`src/rtl/fully_connected.sv`:
```
// fully_connected: dense output layer. Buffers one feature vector, then computes
// OUT_LEN saturated scores one after another with a single multiply-accumulate per cycle.
module fully_connected #(
  parameter int IN_LEN  = 48,
  parameter int OUT_LEN = 10,
  parameter int DATA_W  = 12,
  parameter int W_W     = 8,
  parameter int FRAC    = 7,
  parameter int ADDR_W  = $clog2(OUT_LEN*(IN_LEN+1))
) (
  input  logic              clk,
  input  logic              rst,
  input  logic              valid_in,
  input  logic [DATA_W-1:0] data_in,
  output logic              in_ready,
  input  logic              cfg_we,
  input  logic [ADDR_W-1:0] cfg_addr,
  input  logic [DATA_W-1:0] cfg_data,
  output logic              valid_out,
  output logic [DATA_W-1:0] data_out
);

  // state | meaning
  // LOAD  | collecting features, coefficient writes allowed
  // MAC   | one product of neuron out_idx accumulated per cycle
  // EMIT  | scale, add bias, saturate and present one score
  localparam logic [1:0] ST_LOAD = 2'd0;
  localparam logic [1:0] ST_MAC  = 2'd1;
  localparam logic [1:0] ST_EMIT = 2'd2;

  localparam int ROW    = IN_LEN + 1;
  localparam int NCOEF  = OUT_LEN * ROW;
  localparam int CNT_W  = (IN_LEN > 1) ? $clog2(IN_LEN) : 1;
  localparam int OIDX_W = (OUT_LEN > 1) ? $clog2(OUT_LEN) : 1;
  localparam int PROD_W = DATA_W + W_W;
  localparam int ACC_W  = PROD_W + $clog2(IN_LEN) + 1;
  localparam int SUM_W  = ACC_W + 1;

  localparam logic [CNT_W-1:0]  LAST_IN  = CNT_W'(IN_LEN - 1);
  localparam logic [OIDX_W-1:0] LAST_OUT = OIDX_W'(OUT_LEN - 1);
  localparam logic signed [SUM_W-1:0] SAT_MAX = SUM_W'((1 << (DATA_W-1)) - 1);
  localparam logic signed [SUM_W-1:0] SAT_MIN = ~SAT_MAX;

  logic [1:0]               state_q, state_d;
  logic [CNT_W-1:0]         in_cnt_q, in_cnt_d;
  logic [CNT_W-1:0]         mac_cnt_q, mac_cnt_d;
  logic [OIDX_W-1:0]        out_idx_q, out_idx_d;
  logic signed [ACC_W-1:0]  acc_q, acc_d;
  logic                     valid_out_q, valid_out_d;
  logic [DATA_W-1:0]        data_out_q, data_out_d;

  logic signed [DATA_W-1:0] buf_q  [IN_LEN];
  logic signed [W_W-1:0]    w_q    [NCOEF];
  logic signed [DATA_W-1:0] bias_q [OUT_LEN];

  logic                     buf_we, cfg_ok;
  logic [ADDR_W-1:0]        rd_addr;
  logic signed [PROD_W-1:0] prod;
  logic signed [ACC_W-1:0]  prod_ext, acc_base;
  logic signed [SUM_W-1:0]  shifted_ext, bias_ext, sum;
  logic [DATA_W-1:0]        sat_val;

  assign in_ready  = (state_q == ST_LOAD);
  assign valid_out = valid_out_q;
  assign data_out  = data_out_q;

  assign buf_we  = in_ready && valid_in;
  assign cfg_ok  = in_ready && cfg_we && ({1'b0, cfg_addr} < (ADDR_W+1)'(NCOEF));
  assign rd_addr = ADDR_W'(out_idx_q) * ADDR_W'(ROW) + ADDR_W'(mac_cnt_q);

  always_comb begin
    prod        = buf_q[mac_cnt_q] * w_q[rd_addr];
    prod_ext    = ACC_W'(prod);
    acc_base    = (mac_cnt_q == '0) ? '0 : acc_q;
    shifted_ext = SUM_W'(acc_q >>> FRAC);
    bias_ext    = SUM_W'(bias_q[out_idx_q]);
    sum         = shifted_ext + bias_ext;
    if (sum > SAT_MAX)      sat_val = {1'b0, {(DATA_W-1){1'b1}}};
    else if (sum < SAT_MIN) sat_val = {1'b1, {(DATA_W-1){1'b0}}};
    else                    sat_val = sum[DATA_W-1:0];
  end

  always_comb begin
    state_d     = state_q;
    in_cnt_d    = in_cnt_q;
    mac_cnt_d   = mac_cnt_q;
    out_idx_d   = out_idx_q;
    acc_d       = acc_q;
    valid_out_d = 1'b0;
    data_out_d  = data_out_q;
    case (state_q)
      ST_LOAD: begin
        if (valid_in) begin
          if (in_cnt_q == LAST_IN) begin
            in_cnt_d  = '0;
            mac_cnt_d = '0;
            state_d   = ST_MAC;
          end else begin
            in_cnt_d = in_cnt_q + 1'b1;
          end
        end
      end
      ST_MAC: begin
        acc_d = acc_base + prod_ext;
        if (mac_cnt_q == LAST_IN) begin
          mac_cnt_d = '0;
          state_d   = ST_EMIT;
        end else begin
          mac_cnt_d = mac_cnt_q + 1'b1;
        end
      end
      ST_EMIT: begin
        valid_out_d = 1'b1;
        data_out_d  = sat_val;
        if (out_idx_q == LAST_OUT) begin
          out_idx_d = '0;
          state_d   = ST_LOAD;
        end else begin
          out_idx_d = out_idx_q + 1'b1;
          state_d   = ST_MAC;
        end
      end
      default: state_d = ST_LOAD;
    endcase
  end

  always_ff @(posedge clk or posedge rst) begin
    if (rst) begin
      state_q     <= ST_LOAD;
      in_cnt_q    <= '0;
      mac_cnt_q   <= '0;
      out_idx_q   <= '0;
      acc_q       <= '0;
      valid_out_q <= 1'b0;
      data_out_q  <= '0;
    end else begin
      state_q     <= state_d;
      in_cnt_q    <= in_cnt_d;
      mac_cnt_q   <= mac_cnt_d;
      out_idx_q   <= out_idx_d;
      acc_q       <= acc_d;
      valid_out_q <= valid_out_d;
      data_out_q  <= data_out_d;
    end
  end

  // Storage arrays survive reset so a mid-frame abort keeps the coefficients.
  always_ff @(posedge clk) begin
    if (buf_we) buf_q[in_cnt_q] <= data_in;
    if (cfg_ok) w_q[cfg_addr] <= cfg_data[W_W-1:0];
    for (int o = 0; o < OUT_LEN; o++) begin
      if (cfg_ok && cfg_addr == ADDR_W'(o*ROW + IN_LEN)) bias_q[o] <= cfg_data;
    end
  end

endmodule

```
`config.mk`:
```
export PLATFORM = sky130hd
export DESIGN_NAME = fully_connected
export DESIGN_NICKNAME = d
export VERILOG_FILES = /design/src/rtl/fully_connected.sv
export SDC_FILE = /design/constraint.sdc
export NUM_CORES = 2
export LEC_CHECK = 0
export CORE_ASPECT_RATIO = 2
export CORE_MARGIN = 2
export CORE_UTILIZATION = 50
export CTS_CLUSTER_SIZE = 24
export DETAILED_ROUTE_END_ITERATION = 10
export PLACE_DENSITY_LB_ADDON = 0.12
export SLEW_MARGIN = 30
export SYNTH_ARGS = -nofsm -noshare
export SYNTH_HDL_FRONTEND = slang
export SYNTH_MEMORY_MAX_BITS = 65536
export SYNTH_SLANG_ARGS = --single-unit
```
`constraint.sdc`:
```
create_clock -name clk -period 9.44 [get_ports clk]
set_input_delay 2.832 -clock clk [delete_from_list [all_inputs] [get_ports clk]]
set_output_delay 2.832 -clock clk [all_outputs]
set_load 0.02 [all_outputs]
```
==> flow_summary.html <==
<table>
<tr><th>Metric</th><th>Value</th></tr>
<tr><th colspan="2">Pwr</th></tr>
<tr><td>Total chip power</td><td>0.0400 W</td></tr>
<tr><td>Highest ir drop seen on vdd</td><td>190 uV</td></tr>
<tr><td>Leak pwr</td><td>between 60 and 70 nW</td></tr>
<tr><td>Power per cell area</td><td>~190 mW/mm^2</td></tr>
<tr><th colspan="2">Clocking</th></tr>
<tr><td>Number of clock sinks</td><td>roughly 4700</td></tr>
<tr><td>Maximum count of clock buffers along a single path</td><td>4</td></tr>
<tr><td>CTS tree</td><td>built</td></tr>
<tr><td>Worst skew pair latency</td><td>around 1 ns</td></tr>
<tr><td>CTS Root Buffer Type</td><td>sky130_fd_sc_hd__clkbuf_16</td></tr>
<tr><td>Clock buffers created by TritonCTS</td><td>around 400</td></tr>
<tr><td>Post-CTS clock slew at the launch and capture registers of the worst setup and hold paths</td><td>0.07 ns</td></tr>
<tr><td>Number of levels in the clock H-tree</td><td>5</td></tr>
<tr><th colspan="2">Yosys</th></tr>
<tr><td>Nets in the synthesized netlist</td><td>between 9000 and 10000</td></tr>
<tr><td>Number of cells produced by synthesis</td><td>approximately 8800</td></tr>
<tr><td>Count of flip-flops with a built-in enable after synthesis</td><td>4616</td></tr>
<tr><td>Synthesized cell area</td><td>between 0.15 and 0.2 sq mm</td></tr>
<tr><td>Synthesis-stage register bit count</td><td>between 4000 and 5000</td></tr>
<tr><td>Async set-reset flop share out of synthesis</td><td>0.0124</td></tr>
<tr><td>Share of synthesized area occupied by flip-flops and latches</td><td>0.741</td></tr>
<tr><td>Dominant register cell in the synthesized netlist</td><td>sky130_fd_sc_hd__edfxtp_1</td></tr>
<tr><td>YS warnings</td><td>0</td></tr>
<tr><td>Number of distinct library cells after synthesis</td><td>76</td></tr>
<tr><td>Average footprint of a synthesized cell</td><td>approximately 22 sq um</td></tr>
<tr><th colspan="2">Drt</th></tr>
<tr><td>Wire length reported by the detailed router</td><td>519 mm</td></tr>
<tr><td>First-pass DRT Iterations</td><td>10</td></tr>
<tr><td>Mean number of vias per cell</td><td>just over 6</td></tr>
<tr><td>DR iter-0 viols</td><td>between 8000 and 9000</td></tr>
<tr><td>Remaining DRCs</td><td>6</td></tr>
<tr><td>Average wire per cell in the routed design</td><td>around 35 um</td></tr>
<tr><td>Detailed-route via count</td><td>91000</td></tr>
<tr><td>Antenna-violating nets left</td><td>0</td></tr>
<tr><th colspan="2">Floorplanning</th></tr>
<tr><td>Core region area</td><td>approximately 0.38 sq mm</td></tr>
<tr><td>Die width</td><td>between 400 and 500 um</td></tr>
<tr><td>Floorplan die height</td><td>~870 um</td></tr>
<tr><td>Area of the die</td><td>0.383 sq mm</td></tr>
<tr><td>Starting density of the core</td><td>0.502</td></tr>
<tr><td>Io pins</td><td>a little over 50</td></tr>
<tr><td>Number of standard-cell rows in the floorplan</td><td>319</td></tr>
<tr><th colspan="2">Layout</th></tr>
<tr><td>Fillers</td><td>~28000</td></tr>
<tr><td>Layout-stage area growth over the synthesis result</td><td>12.7%</td></tr>
<tr><td>Final Net Count</td><td>~9600</td></tr>
<tr><td>Final core utilization</td><td>0.565</td></tr>
<tr><td>Fraction of final layout cells with drive strength greater than 1</td><td>0.290</td></tr>
<tr><th colspan="2">STA</th></tr>
<tr><td>Final max-slew violation count</td><td>0</td></tr>
<tr><td>Clock period minus final worst setup slack</td><td>just over 9 ns</td></tr>
<tr><td>Timing-limited maximum frequency</td><td>roughly 0.11 GHz</td></tr>
<tr><td>Setup WS post-layout</td><td>just under 0.2 ns</td></tr>
<tr><td>Relative slew margins</td><td>0.230</td></tr>
<tr><td>Post-route fraction of the period consumed by the critical path</td><td>0.980</td></tr>
<tr><td>Final hold violations</td><td>0</td></tr>
<tr><td>Final number of setup-violating endpoints</td><td>0</td></tr>
<tr><td>Total negative slack</td><td>0 ns</td></tr>
<tr><td>Clock Skew</td><td>roughly 0.097 ns</td></tr>
<tr><td>Actual transition at the worst max-transition pin</td><td>roughly 1.2 ns</td></tr>
<tr><td>Smallest hold slack</td><td>0.474 ns</td></tr>
<tr><th colspan="2">Setup path</th></tr>
<tr><td>Critical Path Start Type</td><td>flop</td></tr>
<tr><td>Slowest stage cell on the critical path</td><td>sky130_fd_sc_hd__fa_1</td></tr>
<tr><td>Max stage delay on crit path</td><td>~0.6 ns</td></tr>
<tr><td>Maximum fanout encountered on the critical timing path</td><td>25</td></tr>
<tr><td>Crit Reg-Reg Endpoint</td><td>acc_q[26]$_DFFE_PP0P_</td></tr>
<tr><td>Reg-to-reg startpoint</td><td>mac_cnt_q[1]$_DFFE_PP0P_</td></tr>
<tr><td>Kind of capture point of the worst setup path</td><td>flop</td></tr>
<tr><td>CP arrival</td><td>between 10 and 15 ns</td></tr>
<tr><td>Required time at the worst-slack endpoint</td><td>10.30 ns</td></tr>
<tr><td>Crit Path Class</td><td>reg2reg</td></tr>
<tr><td>Cell depth of the worst flop-to-flop path</td><td>33</td></tr>
<tr><td>Flop-to-flop setup slack</td><td>slightly below 0.2 ns</td></tr>
<tr><td>Cell repeated most along the worst path</td><td>sky130_fd_sc_hd__fa_1</td></tr>
<tr><th colspan="2">Hold path</th></tr>
<tr><td>Hold Path Sink</td><td>acc_q[0]$_DFFE_PP0P_</td></tr>
<tr><td>Startpoint of the tightest hold check path</td><td>acc_q[0]$_DFFE_PP0P_</td></tr>
<tr><td>Class of the tightest hold or removal check</td><td>reg2reg</td></tr>
<tr><td>Cell depth of the worst min-delay path</td><td>2</td></tr>
<tr><th colspan="2">Place</th></tr>
<tr><td>Detailed placer's ending HPWL</td><td>345 mm</td></tr>
<tr><td>Worst setup slack before clock tree synthesis</td><td>-0.375 ns</td></tr>
<tr><td>Placer's final routability congestion estimate</td><td>0.975</td></tr>
<tr><td>Number of buffers added on ports</td><td>50</td></tr>
<tr><th colspan="2">Global routing</th></tr>
<tr><td>Fraction of met1 tracks used by global routing</td><td>0.306</td></tr>
<tr><td>Met3 Track Usage GR</td><td>0.0297</td></tr>
<tr><td>Antenna violations before repair</td><td>18</td></tr>
<tr><td>Met2 routing resource usage after global routing</td><td>0.507</td></tr>
<tr><td>GR peak layer</td><td>met2</td></tr>
<tr><td>First-pass GRT wire length</td><td>731 mm</td></tr>
<tr><td>Largest net degree at the start of global routing</td><td>between 150 and 200</td></tr>
<tr><td>Congestion Overflow GR</td><td>0</td></tr>
<tr><td>Aggregate global-route resource usage</td><td>0.271</td></tr>
<tr><td>Via count of the first global-routing pass</td><td>96100</td></tr>
<tr><th colspan="2">Outcome</th></tr>
<tr><td>Result of the run</td><td>complete, but fails checks</td></tr>
<tr><td>Violated checks</td><td>design-rule violations</td></tr>
<tr><th colspan="2">Job</th></tr>
<tr><td>MaxCap Viol Count</td><td>0</td></tr>
</table>
==> how the worst max path moves through the flow <==
stage	start	slack (ns)	endpoint	depth (start not counted)
final	mac_cnt_q[1]$_DFFE_PP0P_	0.19	acc_q[26]$_DFFE_PP0P_	33
after floorplan	out_idx_q[1]$_DFFE_PP0P_	0.48	acc_q[26]$_DFFE_PP0P_	33
after global placement	mac_cnt_q[1]$_DFFE_PP0P_	-0.39	acc_q[26]$_DFFE_PP0P_	32
after global routing	mac_cnt_q[1]$_DFFE_PP0P_	-0.06	acc_q[26]$_DFFE_PP0P_	31
after CTS	mac_cnt_q[1]$_DFFE_PP0P_	0.001	acc_q[26]$_DFFE_PP0P_	33
after detailed placement	mac_cnt_q[1]$_DFFE_PP0P_	-0.38	acc_q[26]$_DFFE_PP0P_	32
==> where the power goes <==
part	switching, W	internal (W)	total, W
Sequential	0	0.0228	0.0228
Combinational	0.000438	0.0000415	0.000480
Clock	0.00761	0.00915	0.0168
Total	0.00805	0.0320	0.0400
==> per-layer routing <==
layer,part of all wire,vias up,wire length (um)
li1,-,37400,-
met1,0.34,49600,176000
met2,0.56,3067,289000
met3,0.048,916,25000
met4,0.056,10,29000
met5,0.00012,-,63
==> cell type report <==
class | instances | area, sq um | area share
clock inverter | 270 | 2650 | 0.0125
inverter | 136 | 512 | 0.00240
timing repair buffer | 673 | 6900 | 0.0324
multi-input combinational | 3429 | 46200 | 0.217
tap | 4975 | 6220 | 0.0292
antenna | 4 | 10.0 | 0.0000470
clock buffer | 470 | 10400 | 0.0488
sequential | 4674 | 140000 | 0.658
==> metrics by stage <==
stage / instances / instance area, sq um
after floorplan: 8759 / 189000
after global placement: 13900 / 199000
after detailed placement: 13900 / 199000
after CTS: 14600 / 212000
after global routing: 14600 / 213000
final: 14600 / 213000
==> cells in the final DEF (no fill, tap or decap), types with 14 or more instances in the layout <==
cell and instances:
sky130_fd_sc_hd__o211ai_1 37, sky130_fd_sc_hd__a211oi_1 25, sky130_fd_sc_hd__a21oi_1 78, sky130_fd_sc_hd__xor2_1 21, sky130_fd_sc_hd__buf_4 493, sky130_fd_sc_hd__mux4_2 1422, sky130_fd_sc_hd__nand2_1 234, sky130_fd_sc_hd__o22ai_1 48
sky130_fd_sc_hd__mux2i_1 112, sky130_fd_sc_hd__clkinvlp_4 23, sky130_fd_sc_hd__nor2_1 587, sky130_fd_sc_hd__xnor2_1 24, sky130_fd_sc_hd__a21oi_2 14, sky130_fd_sc_hd__dfrtp_1 53, sky130_fd_sc_hd__nor2b_1 24, sky130_fd_sc_hd__nand3_1 102
sky130_fd_sc_hd__buf_12 99, sky130_fd_sc_hd__clkinv_1 83, sky130_fd_sc_hd__nor2_2 21, sky130_fd_sc_hd__a31oi_1 15, sky130_fd_sc_hd__a21o_1 17, sky130_fd_sc_hd__clkbuf_1 64, sky130_fd_sc_hd__inv_1 134, sky130_fd_sc_hd__clkinv_2 89
sky130_fd_sc_hd__nor3_1 14, sky130_fd_sc_hd__o21ai_1 40, sky130_fd_sc_hd__and2_1 41, sky130_fd_sc_hd__buf_16 15, sky130_fd_sc_hd__fa_1 130, sky130_fd_sc_hd__o21ai_0 66, sky130_fd_sc_hd__ha_1 100, sky130_fd_sc_hd__bufinv_16 44
sky130_fd_sc_hd__o22a_1 34, sky130_fd_sc_hd__edfxtp_1 4616, sky130_fd_sc_hd__clkbuf_16 413, sky130_fd_sc_hd__clkdlybuf4s50_1 31
==> cell families after synthesis <==
kind of cell               share of synthesized area
and+or+nand+nor                               0.0253
DFF                                            0.741
AOI/OAI and AO/OA                             0.0166
muxes                                          0.176
adders and majority gates                     0.0206
buffers and inverters                         0.0178
xor gates and xnor gates                     0.00251
==> critical path, delay by kind of cell (launching register included) <==
family          cells  cell delay, ns
buf+inv             8            1.13
simple gates        2            0.76
compound gates     12            2.54
fa+ha+maj           8            3.30
flops               1            0.47
mux                 2            0.65
xor+xnor            1            0.27
==> sequential cells by signal, indices dropped and copies added (netlist names), 2 cells and up <==
register	count
w_q	3920
buf_q	576
bias_q	120
acc_q	27
data_out	12
in_cnt_q	6
mac_cnt_q	6
out_idx_q	4
state_q	2
==> Yosys cell counts, types with 8 or more instances <==
master	count	area, sq um
sky130_fd_sc_hd__a211oi_1	26	195
sky130_fd_sc_hd__a21o_1	17	128
sky130_fd_sc_hd__a21oi_1	82	410
sky130_fd_sc_hd__a21oi_2	10	87.6
sky130_fd_sc_hd__a221oi_1	13	114
sky130_fd_sc_hd__a31oi_1	16	100
sky130_fd_sc_hd__and2_1	41	257
sky130_fd_sc_hd__and3_1	8	50.1
sky130_fd_sc_hd__buf_1	44	165
sky130_fd_sc_hd__buf_2	123	616
sky130_fd_sc_hd__buf_4	55	413
sky130_fd_sc_hd__buf_6	65	732
sky130_fd_sc_hd__clkbuf_1	229	860
sky130_fd_sc_hd__dfrtp_1	58	1450
sky130_fd_sc_hd__edfxtp_1	4616	139000
sky130_fd_sc_hd__fa_1	131	2620
sky130_fd_sc_hd__ha_1	102	1280
sky130_fd_sc_hd__inv_1	136	510
sky130_fd_sc_hd__mux2i_1	118	1180
sky130_fd_sc_hd__mux4_2	1422	32000
sky130_fd_sc_hd__nand2_1	252	946
sky130_fd_sc_hd__nand3_1	112	561
sky130_fd_sc_hd__nand4_1	12	75.1
sky130_fd_sc_hd__nor2_1	617	2320
sky130_fd_sc_hd__nor2b_1	25	156
sky130_fd_sc_hd__nor3_1	16	80.1
sky130_fd_sc_hd__o211ai_1	37	278
sky130_fd_sc_hd__o21a_1	13	97.6
sky130_fd_sc_hd__o21ai_0	67	335
sky130_fd_sc_hd__o21ai_1	40	200
sky130_fd_sc_hd__o22a_1	34	298
sky130_fd_sc_hd__o22ai_1	48	300
sky130_fd_sc_hd__or3_1	9	56.3
sky130_fd_sc_hd__xnor2_1	26	228
sky130_fd_sc_hd__xor2_1	25	219
==> repair_timing <==
item,CTS,global route
setup buffers,2,15
cloned,0,7
gates resized for setup,7,45
hold endpoints to repair,0,0
hold buffers,0,0
pin swaps,1,10
setup endpoints to repair,4,7
No activity file was read; power rests on OpenSTA's default activity.
